### config.mk
export PLATFORM = sky130hd
export DESIGN_NAME = hasti_arbiter
export DESIGN_NICKNAME = d
export VERILOG_FILES = /design/src/rtl/pk_hasti.sv /design/src/rtl/hasti_rr_pick.sv /design/src/rtl/hasti_arbiter.sv
export SDC_FILE = /design/constraint.sdc
export NUM_CORES = 1
export LEC_CHECK = 0
export ABC_AREA = 1
export CORE_MARGIN = 3
export CORE_UTILIZATION = 40
export CTS_BUF_LIST = sky130_fd_sc_hd__clkbuf_4 sky130_fd_sc_hd__clkbuf_8
export DETAILED_ROUTE_END_ITERATION = 8
export GPL_ROUTABILITY_DRIVEN = 0
export GPL_TIMING_DRIVEN = 0
export PLACE_DENSITY_LB_ADDON = 0.3
export SLEW_MARGIN = 10
export SYNTH_ARGS = -nofsm -noshare
export SYNTH_HDL_FRONTEND = slang
export SYNTH_SLANG_ARGS = --single-unit
### constraint.sdc
create_clock -name hclk -period 1.85 [get_ports hclk]
set_input_delay 0.185 -clock hclk [delete_from_list [all_inputs] [get_ports hclk]]
set_output_delay 0.185 -clock hclk [all_outputs]
set_load 0.01 [all_outputs]
### src/rtl/pk_hasti.sv
// rtl/pk_hasti.sv - shared HASTI types, burst-length helper and arbiter constants
package pk_hasti;

    typedef enum logic [1:0] {
        HTRANS_IDLE   = 2'd0,
        HTRANS_BUSY   = 2'd1,
        HTRANS_NONSEQ = 2'd2,
        HTRANS_SEQ    = 2'd3
    } htrans_t;

    typedef enum logic [2:0] {
        HBURST_SINGLE = 3'd0,
        HBURST_INCR   = 3'd1,
        HBURST_WRAP4  = 3'd2,
        HBURST_INCR4  = 3'd3,
        HBURST_WRAP8  = 3'd4,
        HBURST_INCR8  = 3'd5,
        HBURST_WRAP16 = 3'd6,
        HBURST_INCR16 = 3'd7
    } hburst_t;

    localparam int        CNT_W  = 4;
    localparam logic [7:0] NO_GNT = 8'h00;
    localparam logic [CNT_W-1:0] NO_CNT = '0;

    // Fixed-length bursts return their beat count; SINGLE and INCR return 0.
    function automatic logic [4:0] burst_beats(input hburst_t b);
        case (b)
            HBURST_WRAP4, HBURST_INCR4:   burst_beats = 5'd4;
            HBURST_WRAP8, HBURST_INCR8:   burst_beats = 5'd8;
            HBURST_WRAP16, HBURST_INCR16: burst_beats = 5'd16;
            default:                      burst_beats = 5'd0;
        endcase
    endfunction

endpackage

### src/rtl/hasti_rr_pick.sv
// rtl/hasti_rr_pick.sv - combinational round-robin picker starting after the last winner
module hasti_rr_pick #(
    parameter int N  = 4,
    parameter int IW = (N > 1) ? $clog2(N) : 1
) (
    input  logic [N-1:0]  req,
    input  logic [IW-1:0] last,
    output logic [N-1:0]  onehot,
    output logic [IW-1:0] idx,
    output logic          any
);

    always_comb begin
        onehot = '0;
        idx    = '0;
        any    = 1'b0;
        for (int k = 1; k <= N; k++) begin
            if (!any && req[(int'(last) + k) % N]) begin
                any                           = 1'b1;
                idx                           = IW'((int'(last) + k) % N);
                onehot[(int'(last) + k) % N]  = 1'b1;
            end
        end
    end

endmodule

### src/rtl/hasti_arbiter.sv
// rtl/hasti_arbiter.sv - round-robin HASTI arbiter with burst and lock hold
module hasti_arbiter
    import pk_hasti::*;
#(
    parameter int NMASTERS = 4,
    parameter int IW       = $clog2(NMASTERS)
) (
    input  logic                hclk,
    input  logic                hresetn,
    input  logic [NMASTERS-1:0] req,
    input  htrans_t             m_htrans,
    input  hburst_t             m_hburst,
    input  logic                m_hmastlock,
    input  logic                hready,
    output logic [NMASTERS-1:0] gnt_addr,
    output logic [NMASTERS-1:0] gnt_data,
    output logic [IW-1:0]       gnt_idx,
    output logic                hold
);

    logic [IW-1:0]       last;
    logic [IW-1:0]       own_idx;
    logic [CNT_W-1:0]    cnt, cnt_nxt;
    logic                incr_act, incr_nxt;
    logic                lock_act, lock_nxt;
    logic [NMASTERS-1:0] pick_onehot;
    logic [IW-1:0]       pick_idx;
    logic                pick_any;
    logic                has_owner;
    logic [4:0]          beats;

    hasti_rr_pick #(
        .N  (NMASTERS),
        .IW (IW)
    ) u_pick (
        .req    (req),
        .last   (last),
        .onehot (pick_onehot),
        .idx    (pick_idx),
        .any    (pick_any)
    );

    // Hold is purely registered so the grant never depends on the owner's own signals.
    assign hold      = (cnt != NO_CNT) || incr_act || lock_act;
    assign has_owner = hold || pick_any;
    assign beats     = burst_beats(m_hburst);

    always_comb begin
        gnt_addr = NO_GNT[NMASTERS-1:0];
        gnt_idx  = '0;
        if (hold) begin
            gnt_addr[own_idx] = 1'b1;
            gnt_idx           = own_idx;
        end else if (pick_any) begin
            gnt_addr = pick_onehot;
            gnt_idx  = pick_idx;
        end
    end

    always_comb begin
        cnt_nxt  = cnt;
        incr_nxt = incr_act;
        lock_nxt = lock_act;
        if (hready && has_owner) begin
            case (m_htrans)
                HTRANS_NONSEQ: begin
                    cnt_nxt  = (beats != 5'd0) ? CNT_W'(beats - 5'd1) : NO_CNT;
                    incr_nxt = (m_hburst == HBURST_INCR);
                    lock_nxt = m_hmastlock;
                end
                HTRANS_SEQ: begin
                    if (cnt != NO_CNT) begin
                        cnt_nxt = cnt - 1'b1;
                    end
                    lock_nxt = m_hmastlock;
                end
                // IDLE ends both fixed (abandoned) and INCR bursts; lock survives it.
                HTRANS_IDLE: begin
                    cnt_nxt  = NO_CNT;
                    incr_nxt = 1'b0;
                end
                default: begin
                end
            endcase
        end
    end

    always_ff @(posedge hclk or negedge hresetn) begin
        if (!hresetn) begin
            last     <= IW'(NMASTERS - 1);
            own_idx  <= '0;
            cnt      <= NO_CNT;
            incr_act <= 1'b0;
            lock_act <= 1'b0;
            gnt_data <= '0;
        end else if (hready) begin
            cnt      <= cnt_nxt;
            incr_act <= incr_nxt;
            lock_act <= lock_nxt;
            gnt_data <= gnt_addr;
            if (!hold && pick_any) begin
                last    <= pick_idx;
                own_idx <= pick_idx;
            end
        end
    end

endmodule

-- Yosys cells after proc, flatten, opt, wreduce, memory -nomap -nowiden
Index checks and enable logic that the tools add are counted.
- flip-flop bits (word level): 14
- input bits: 13
- output and inout port bits: 11
- $add $sub $neg: 6
- magnitude comparators: 10
- eq/ne operators: 10
- muxes and demuxes: 43
- bitwise logic cells: 7
- reductions and logical operators: 34
- operators by type and width (operator ; count):
    $mux W4 ; 8
    $mux W1 ; 17
    $lt A3 B4 Y1 const B ; 4
    $reduce_or A2 Y1 ; 8
    $pmux W5 S3 ; 1
    $eq A3 B3 Y1 const B ; 4
    $ge A3 B1 Y1 const B ; 4
    $mux W2 ; 6
    $or A4 B4 Y4 ; 3
    $pmux W4 S3 ; 1
    $demux W1 S2 ; 5
    $logic_and A1 B1 Y1 ; 10
    $bmux W1 S2 ; 4
    $sub A4 B1 Y4 const B ; 2
    $eq A3 B2 Y1 const B ; 2
    $reduce_and A3 Y1 ; 2
    $reduce_bool A5 Y1 ; 1
    $add A2 B1 Y2 const B ; 2
    $add A2 B2 Y2 const B ; 2
    $and A1 B1 Y1 const A ; 4
    $eq A2 B2 Y1 const B ; 2
    $logic_not A1 Y1 ; 4
    $reduce_and A4 Y1 ; 1
    $reduce_bool A4 Y1 ; 1
    other kinds (10) ; 12

-- Depth between registers and ports, before layout
Gate-level depths: netlist of the first run.
- depth in word-level cells: 19
- depth in mapped cells: 12

-- Modules after synthesis
From an unflattened synthesis of the first run, not the netlist that was laid out.
- cell total of the unflattened synthesis: 212
- area total of the unflattened synthesis: 1530.2 sq um
- by module, submodules not included (module ; times used ; cells each ; area each (sq um) ; seq. area each (sq um)):
    hasti_arbiter ; 1 ; 131 ; 994.7 ; 352.8
    hasti_rr_pick ; 1 ; 81 ; 535.5 ; 0.0

-- Worst setup path after synthesis of the first run
Ideal clock, no wire load.
- path type: reg2out
- start: register last[0]
- end: output gnt_idx[1]
- arrival: 1.788 ns
- required time: 1.665 ns
- slack: -0.123 ns
- stages on the path, launching flop included: 10
- path buffers: 0
- cells stage by stage: dfstp_2 -> inv_2 -> ha_1 -> nand3_1 -> nand2_2 -> nor2_4 -> nand2_1 -> o2111ai_1 -> nand2_1 -> o21ai_0
- word-level cells in the longest chain between the ends: 16
- ends and longest elaborated chain (item ; RTL line ; RTL):
    start: declaration ; hasti_arbiter.sv:21 ; logic [IW-1:0] last;
    start signal: assignment ; hasti_arbiter.sv:90 ; last <= IW'(NMASTERS - 1);
    start signal: assignment ; hasti_arbiter.sv:102 ; last <= pick_idx;
    $add A2 B1 Y2 ; hasti_rr_pick.sv:18, hasti_rr_pick.sv:20 ;
    $bmux W1 S2 ; hasti_rr_pick.sv:18 ; if (!any && req[(int'(last) + k) % N]) begin
    $mux W1 (implied by the code) (2 in a row) ; hasti_rr_pick.sv:18 ;
    $mux W1 ; hasti_rr_pick.sv:18 ;
    $logic_not A1 Y1 ; hasti_rr_pick.sv:18 ;
    $logic_and A1 B1 Y1 ; hasti_rr_pick.sv:18 ;
    $mux W1 ; hasti_rr_pick.sv:18 ;
    $logic_not A1 Y1 ; hasti_rr_pick.sv:18 ;
    $logic_and A1 B1 Y1 ; hasti_rr_pick.sv:18 ;
    $mux W1 ; hasti_rr_pick.sv:18 ;
    $logic_not A1 Y1 ; hasti_rr_pick.sv:18 ;
    $logic_and A1 B1 Y1 ; hasti_rr_pick.sv:18 ;
    $mux W2 / $mux W1 (equally long branches) ; hasti_rr_pick.sv:18 ;
    $mux W2 * ; hasti_arbiter.sv:54 ; end else if (pick_any) begin
    $mux W2 * ; hasti_arbiter.sv:51 ; if (hold) begin
    end: declaration ; hasti_arbiter.sv:17 ; output logic [IW-1:0] gnt_idx,
Mark *: on every way between the ends. The rest lies on a longest branch, timed or not. The select of a mux whose other input is x is not followed.

-- Final worst setup path of the first run
- start: register last[0]
- end: output gnt_addr[2]
- word-level cells in the longest chain between the ends: 16
- ends and longest elaborated chain (item ; RTL line ; RTL):
    $add A2 B1 Y2 ; hasti_rr_pick.sv:18, hasti_rr_pick.sv:21 ;
    $reduce_or A2 Y1 (no line) / $bmux W1 S2 (equally long branches) ; n/a ;
    $and A1 B1 Y1 (no line) / $mux W1 (equally long branches) ; n/a ;
    $lt A3 B4 Y1 (implied by the code), or another cell as far along ; hasti_rr_pick.sv:21 ; onehot[(int'(last) + k) % N] = 1'b1;
    $logic_and A1 B1 Y1 (implied by the code) / $mux W1 (equally long branches) ; hasti_rr_pick.sv:21, hasti_rr_pick.sv:18 ;
    $mux W1 (implied by the code) / $logic_not A1 Y1 (equally long branches) ; hasti_rr_pick.sv:21, hasti_rr_pick.sv:18 ;
    $demux W1 S2 / $logic_and A1 B1 Y1 (equally long branches) ; n/a ;
    $mux W4 / $mux W1 (equally long branches) ; hasti_rr_pick.sv:18 ;
    $or A4 B4 Y4 (no line) / $logic_not A1 Y1 (equally long branches) ; n/a ;
    $mux W4 / $logic_and A1 B1 Y1 (equally long branches) ; hasti_rr_pick.sv:18 ;
    $or A4 B4 Y4 (no line) / $mux W1 (equally long branches) ; n/a ;
    $mux W4 / $logic_not A1 Y1 (equally long branches) ; hasti_rr_pick.sv:18 ;
    $or A4 B4 Y4 (no line) / $logic_and A1 B1 Y1 (equally long branches) ; n/a ;
    $mux W4 / $mux W1 (equally long branches) ; hasti_rr_pick.sv:18 ;
    $mux W4 * ; hasti_arbiter.sv:54 ;
    $mux W4 * ; hasti_arbiter.sv:51 ;
    end: declaration ; hasti_arbiter.sv:15 ; output logic [NMASTERS-1:0] gnt_addr,
Marks and branches as above.

==> impl_metrics.py, run 1 <==
metrics = {
    "run_status": {
        "status": "complete, but fails checks",
        "failed_checks": "setup timing",
    },
    "synth": {
        "synth_largest_area_cell": "dfrtp_1",
        "syn_inst": 179,
        "syn_nets": 204,
        "synth_compound_area_frac": 0.139,
        "synthDominantCellAreaShare": 0.231,
        "synth_simple_gate_area_frac": 0.406,
        "syn_area_um2": 1300,
        "muxShareOfSynthArea": 0,
        "synth-adder-area-share": 0.116,
        "ys_seq_elements": 14,
        "synthTopCellsByArea": "dfrtp_1, nand2_1, ha_1",
        "avgSynthCellArea_um2": 7.25,
        "synth_top_family_by_area": "simple AND/OR/NAND/NOR gates",
        "synth_cell_type_count": 25,
        "yosysWarnings": 0,
        "ys_seq_area_frac": 0.272,
        "synth_xor_xnor_area_share": 0.00675,
    },
    "critical_path": {
        "critPathKind": "flop to output pin",
        "arrival_ns": 2.11,
        "rr_endpoint": "gnt_data[2]",
        "critPathBufInv": 5,
        "critPathLaunch": "last[0]",
        "critPathMaxFanout": 3,
        "critPathCaptureType": "output pin",
        "rrSetupSlack_ns": -0.28,
        "worstPathCellList": "inv_6 > ha_4 > inv_4 > nand2_4 > nand2_4 > nor2_4 > buf_6 > buf_6 > a21oi_2 > nand3_1 > nand2_1 > nand2_2 > buf_6",
        "cp_common_cell": "buf_6",
        "cp.depth": 13,
        "cp_top_family": "flip-flops",
        "max_stage_delay_ns": 0.60,
        "critical_path.slowest_cell": "dfstp_2",
        "r2r-start": "last[0]",
        "reg2reg_depth": 16,
        "endpoint": "gnt_addr[2]",
        "startpoint_type": "flop",
        "crit_required_ns": 1.66,
    },
    "die": {
        "die-area_um2": 3960,
        "fp.coreArea_um2": 3080,
        "start_util": 0.422,
        "fp-row-count": 20,
        "io_pins": 24,
        "die_x_um": 63.0,
        "die_h_um": 63.0,
    },
    "sta": {
        "relSlewSlack": 0.558,
        "finalWorstSetupSlack_ns": -0.442,
        "worst_pin_slew_ns": 0.660,
        "max_freq_mhz": 436,
        "rsz0062_at_grt": "true",
        "period_share": 1.24,
        "final-max-slew-violation-count": 0,
        "setup_viol": 8,
        "fin_crit_ns": 2.29,
        "hold_viol": 0,
        "setup_tns_ns": -2.77,
        "clock-skew-final_ns": 0.00909,
    },
    "routing": {
        "wl_met3_um": 88,
        "first_pass_iters": 4,
        "highest_layer": "met4",
        "drc_errors": 0,
        "drt_iter0_markers": 55,
        "routed_via_density": 4.88,
        "routed_wl_mm": 3.31,
        "vias": 1326,
        "wire_per_inst_um": 12.2,
        "wl_met1_mm": 1.57,
        "wl_met2_mm": 1.62,
        "ant_nets": 0,
    },
    "pwr": {
        "power_w": 0.00350,
        "switching_share": 0.481,
        "switching_power_w": 0.00168,
        "ir_worst_vdd_mv": 0.729,
        "p_seq_frac": 0.150,
        "p_clk_frac": 0.065,
        "power_density_nw_per_um2": 1820,
        "combPwrFrac": 0.786,
        "p_int_w": 0.00181,
        "total_leakage_power_nw": 0.908,
    },
    "cells_and_area": {
        "nets": 254,
        "syn_to_final_growth_pct": 47.8,
        "postLayoutCoreUtil": 0.623,
        "drive_above_1_share": 0.373,
        "antenna_cells": 0,
    },
    "clock_tree": {
        "h-tree-depth": 1,
        "path_clk_slew_ns": 0.09,
        "numCtsBuffers": 3,
        "cts_num_sinks": 14,
        "cts_tree": "done",
        "insertion_delay_ns": 0.29,
        "cts_buffer_depth": 2,
        "cts_root_buf": "clkbuf_4",
    },
    "place": {
        "hpwl_mm": 2.28,
        "dpl_worst_slack_ns": -0.757,
        "place.port_buffers": 23,
    },
    "global_routing": {
        "antenna_found_initial": 0,
        "grt_usage": 0.172,
        "grt_pass1_wl_mm": 5.66,
        "grt_pass1_vias": 1266,
        "grt_max_degree": 15,
        "grt_overflow": 0,
    },
    "flow_run": {
        "maxCapViolCount": 0,
    },
    "hold_path": {
        "holdCritPathClass": "input pin to async pin",
    },
}
## power groups by stage
stage	registers, W	logic (W)	clock network, W
final	0.000523	0.00275	0.000226
after global routing	0.000536	0.00298	0.000249
after CTS	0.000522	0.00252	0.000234
after detailed placement	0.000566	0.00187	0
after global placement	0.000566	0.00185	0
after floorplan	0.000550	0.00130	0
## area by class of cell
class / instances / area (um2)
fillers: 267 / 1160
multi-input cells: 144 / 975
flip-flops and latches: 14 / 353
inverters: 21 / 90.1
clock buffers: 4 / 36.3
repair buffers: 45 / 409
well taps: 44 / 55.1
## cell usage after synthesis
master,n
a21boi_0,4
a21oi_1,5
a21oi_4,1
clkinv_1,1
dfrtp_1,12
dfstp_2,2
ha_1,12
inv_1,16
inv_2,4
nand2_1,47
nand2_2,13
nand2_4,3
nand3_1,23
nand3_2,2
nor2_1,6
nor2_2,1
nor2_4,3
nor3_1,1
nor3_4,2
o2111ai_1,1
o211ai_1,1
o21ai_0,13
o21ai_1,4
o31ai_1,1
xnor2_1,1
## metrics by stage
step	cell area, um2	hold slack (ns)	instances
after CTS	1860	0.303	269
final	1920	0.293	272
after detailed placement	1610	0.470	246
after global placement	1610	0.472	246
after floorplan	1320	-0.111	179
after global routing	1920	0.330	272
## cells by family after synthesis
logic type,Yosys count
xor gates and xnor gates,1
AOI/OAI and AO/OA,30
buffers and inverters,21
adders and majority gates,12
and+or+nand+nor,101
DFF,14
## timing repair
item / CTS / global route
hold buffers: 0 / 0
setup buffers: 19 / 3
pin swaps: 15 / 19
endpoints found under the setup margin: 15 / 19
gates resized for setup: 54 / 11
## routing by layer
| metal | GRT usage | vias to the layer above |
|---|---|---|
| met1 | 0.234 | 608 |
| met2 | 0.290 | 25 |
| met3 | 0.0162 | 2 |
| met4 | 0.0441 | 0 |
| li1 | - | 691 |
| met5 | 0 | - |
## worst min-delay path by stage
stage	startpoint	to	slack (ns)	cells past startpoint
after floorplan	hresetn	cnt[0]	-0.11	0
after global placement	gnt_data[2]	gnt_data[2]	0.47	2
after detailed placement	gnt_data[0]	gnt_data[0]	0.47	2
after CTS	hresetn	cnt[1]	0.30	1
after global routing	hresetn	cnt[2]	0.33	1
final	hresetn	cnt[0]	0.29	1
## worst register-to-register path: cells and delay by family (launching register included)
kind | cells | cell delay [ns]
flops | 1 | 0.60
simple gates | 8 | 0.50
fa+ha+maj | 1 | 0.26
compound gates | 1 | 0.11
buf+inv | 6 | 0.57
## layout by cell type (no fill, tap or decap), types with 3 or more instances in the layout
cell	n
buf_6	9
clkbuf_4	3
o21ai_0	10
inv_2	5
ha_1	10
buf_4	17
nand2_1	45
nand3_1	15
nand3_2	9
a21oi_2	3
clkdlybuf4s50_1	16
a21boi_1	3
inv_1	12
o21ai_1	6
nand2_2	13
nor2_4	3
dfrtp_1	12
nor2_1	6
nand2_4	5
## registers in the layout, indices dropped and copies added (netlist names)
| register | count |
|---|---|
| cnt | 4 |
| gnt_data | 4 |
| last | 2 |
| own_idx | 2 |
| incr_act | 1 |
| lock_act | 1 |
Note: power is estimated with default switching activity, not from simulation.
==> run 2: changes to the inputs <==
Clock period 1.85 ns to 2.5 ns, I/O delays scaled along.
==> run 2 against run 1 <==
Net effect:
- the run now ends clean
- core utilization shrank 2.7 points
- clock power is 28% lower
- routed wire length shrank 2.7%
- clock-buffer cell count stayed put
- clock skew down 0.0067 ns
- cell count is 2.2% lower
- critical endpoint unchanged
- largest power group unchanged
- highest routed layer unchanged
==> impl_metrics.py, run 2 (synthesis results as in run 1) <==
metrics = {
    "run_status": {
        "status": "complete, no violations",
    },
    "flow_run": {
        "maxCapViolCount": 0,
    },
    "critical_path": {
        "critPathKind": "flop to output pin",
        "max_stage_delay_ns": 0.57,
        "startpoint_type": "flop",
        "worstPathCellList": "clkinvlp_4 > ha_4 > inv_4 > nand3_2 > nand2_2 > nor2_4 > buf_6 > buf_6 > nand3_2 > nand3_2 > nand2_2 > nand2_2 > buf_6",
        "arrival_ns": 2.25,
        "critPathMaxFanout": 3,
        "cp_top_family": "simple AND/OR/NAND/NOR gates",
        "critPathCaptureType": "output pin",
        "critPathBufInv": 5,
        "critical_path.slowest_cell": "dfstp_2",
        "crit_required_ns": 2.25,
    },
    "pwr": {
        "p_seq_frac": 0.157,
        "power_density_nw_per_um2": 1330,
        "combPwrFrac": 0.776,
        "switching_power_w": 0.00120,
        "p_clk_frac": 0.067,
        "ir_worst_vdd_mv": 0.602,
        "p_int_w": 0.00124,
        "switching_share": 0.491,
        "total_leakage_power_nw": 0.868,
    },
    "sta": {
        "period_share": 0.999,
        "setup_viol": 0,
        "final-max-slew-violation-count": 0,
        "worst_pin_slew_ns": 0.629,
        "max_freq_mhz": 400,
        "clock-skew-final_ns": 0.00241,
        "hold_viol": 0,
        "fin_crit_ns": 2.50,
        "relSlewSlack": 0.579,
        "rsz0062_at_grt": "true",
    },
    "cells_and_area": {
        "postLayoutCoreUtil": 0.596,
        "stdcell_area_um2": 1830,
        "fill_cells": 282,
        "nets": 248,
        "syn_to_final_growth_pct": 41.4,
        "seqCellArea_um2": 353,
        "multi_input_area_um2": 948,
        "final_cell_mix": "nand2_1, clkdlybuf4s50_1, nand3_1, inv_1, nand2_2",
        "antenna_cells": 0,
        "drive_above_1_share": 0.329,
        "top_regs": "cnt: 4 flops, gnt_data: 4 flops",
        "mostFrequentLayoutCell": "nand2_1",
    },
    "routing": {
        "drt_iter0_markers": 82,
        "ant_nets": 0,
        "wire_per_inst_um": 12.1,
        "drc_errors": 0,
        "routed_wl_mm": 3.22,
        "vias": 1330,
        "routed_via_density": 5.00,
        "first_pass_iters": 4,
    },
    "hold_path": {
        "holdCritPathClass": "input pin to async pin",
    },
    "die": {
        "fp.coreArea_um2": 3080,
        "start_util": 0.422,
        "die_x_um": 63.0,
        "io_pins": 24,
        "fp-row-count": 20,
        "die_h_um": 63.0,
        "die-area_um2": 3960,
    },
    "clock_tree": {
        "cts_tree": "done",
        "cts_num_sinks": 14,
        "cts_root_buf": "clkbuf_4",
        "path_clk_slew_ns": 0.09,
        "postCtsHoldBufs": 0,
        "numCtsBuffers": 3,
        "cts_buffer_depth": 2,
        "insertion_delay_ns": 0.28,
        "h-tree-depth": 1,
    },
    "place": {
        "placed_area_um2": 1580,
        "place.port_buffers": 23,
        "hpwl_mm": 2.18,
    },
    "global_routing": {
        "grt_max_degree": 15,
        "grt_pass1_vias": 1252,
        "antenna_found_initial": 0,
        "grt_pass1_wl_mm": 5.40,
        "grt_overflow": 0,
        "grt_usage": 0.165,
    },
}
run 2: cell types whose count changed in the layout (fill, tap and decap cells not counted), sizes merged:
cell,previous run,this run
inv,20,19
clkinv,1,0
buf,28,21
clkdlybuf4s15,1,0
clkbuf,4,5
clkinvlp,0,2
clkdlybuf4s50,16,17
run 2: timing repair:
| item | CTS | global route |
|---|---|---|
| pin swaps | 4 | 14 |
| gates resized for setup | 25 | 27 |
| buffers inserted | 9 | 7 |
| setup endpoints to repair | 6 | 6 |
run 2: path summary, 6_finish.rpt:
| kind | end | depth (start not counted) | slack, ns | start |
|---|---|---|---|---|
| worst max-delay path | gnt_addr[2] | 13 | 0.003 | last[1] |
| worst min-delay path | cnt[0] | 1 | 0.36 | hresetn |
| worst max register to register | gnt_data[2] | 14 | 0.35 | last[1] |
| worst min register to register | gnt_data[3] | 2 | 0.49 | gnt_data[3] |
| max in group asynchronous | lock_act | 1 | 1.74 | hresetn |
| min in group hclk | gnt_data[3] | 2 | 0.49 | gnt_data[3] |
run 2: power by group through the flow:
stage               Combinational [W]  Sequential [W]  Clock (W)
floorplan                    0.000922        0.000403          0
CTS                           0.00159        0.000379   0.000167
global placement              0.00133        0.000412          0
finish                        0.00189        0.000383   0.000163
detailed placement            0.00133        0.000413          0
global route                  0.00207        0.000397   0.000179
run 2: per-stage QoR:
step           instances  setup TNS, ns  hold slack, ns  setup slack (ns)  total power (W)
6_report             266              0           0.355           0.00260          0.00244
2_1_floorplan        179              0         -0.0456             0.462          0.00132
4_1_cts              259        -0.0817           0.377           -0.0817          0.00214
3_3_place_gp         246          -1.43           0.471            -0.341          0.00174
5_1_grt              266         -0.337           0.419            -0.140          0.00264
3_5_place_dp         246          -1.40           0.473            -0.306          0.00175
run 2: metal layers:
| layer | wire length [um] | track usage | vias up |
|---|---|---|---|
| li1 | - | - | 674 |
| met1 | 1480 | 0.225 | 608 |
| met2 | 1520 | 0.264 | 40 |
| met3 | 133 | 0.0162 | 8 |
| met4 | 77 | 0.0744 | 0 |
| met5 | 0 | 0 | - |
run 2: cell type report:
| type | instances | area share |
|---|---|---|
| inverters | 21 | 0.0498 |
| well taps | 44 | 0.0300 |
| repair buffers | 39 | 0.191 |
| clock buffers | 4 | 0.0198 |
| multi-input cells | 144 | 0.517 |
| flip-flops and latches | 14 | 0.192 |
==> run 3: changes to the inputs <==
Settings changed: CTS_CLUSTER_DIAMETER set to 30.
==> results of run 3 <==
Same layout as run 2: the final DEF is identical, and so are final timing and power.
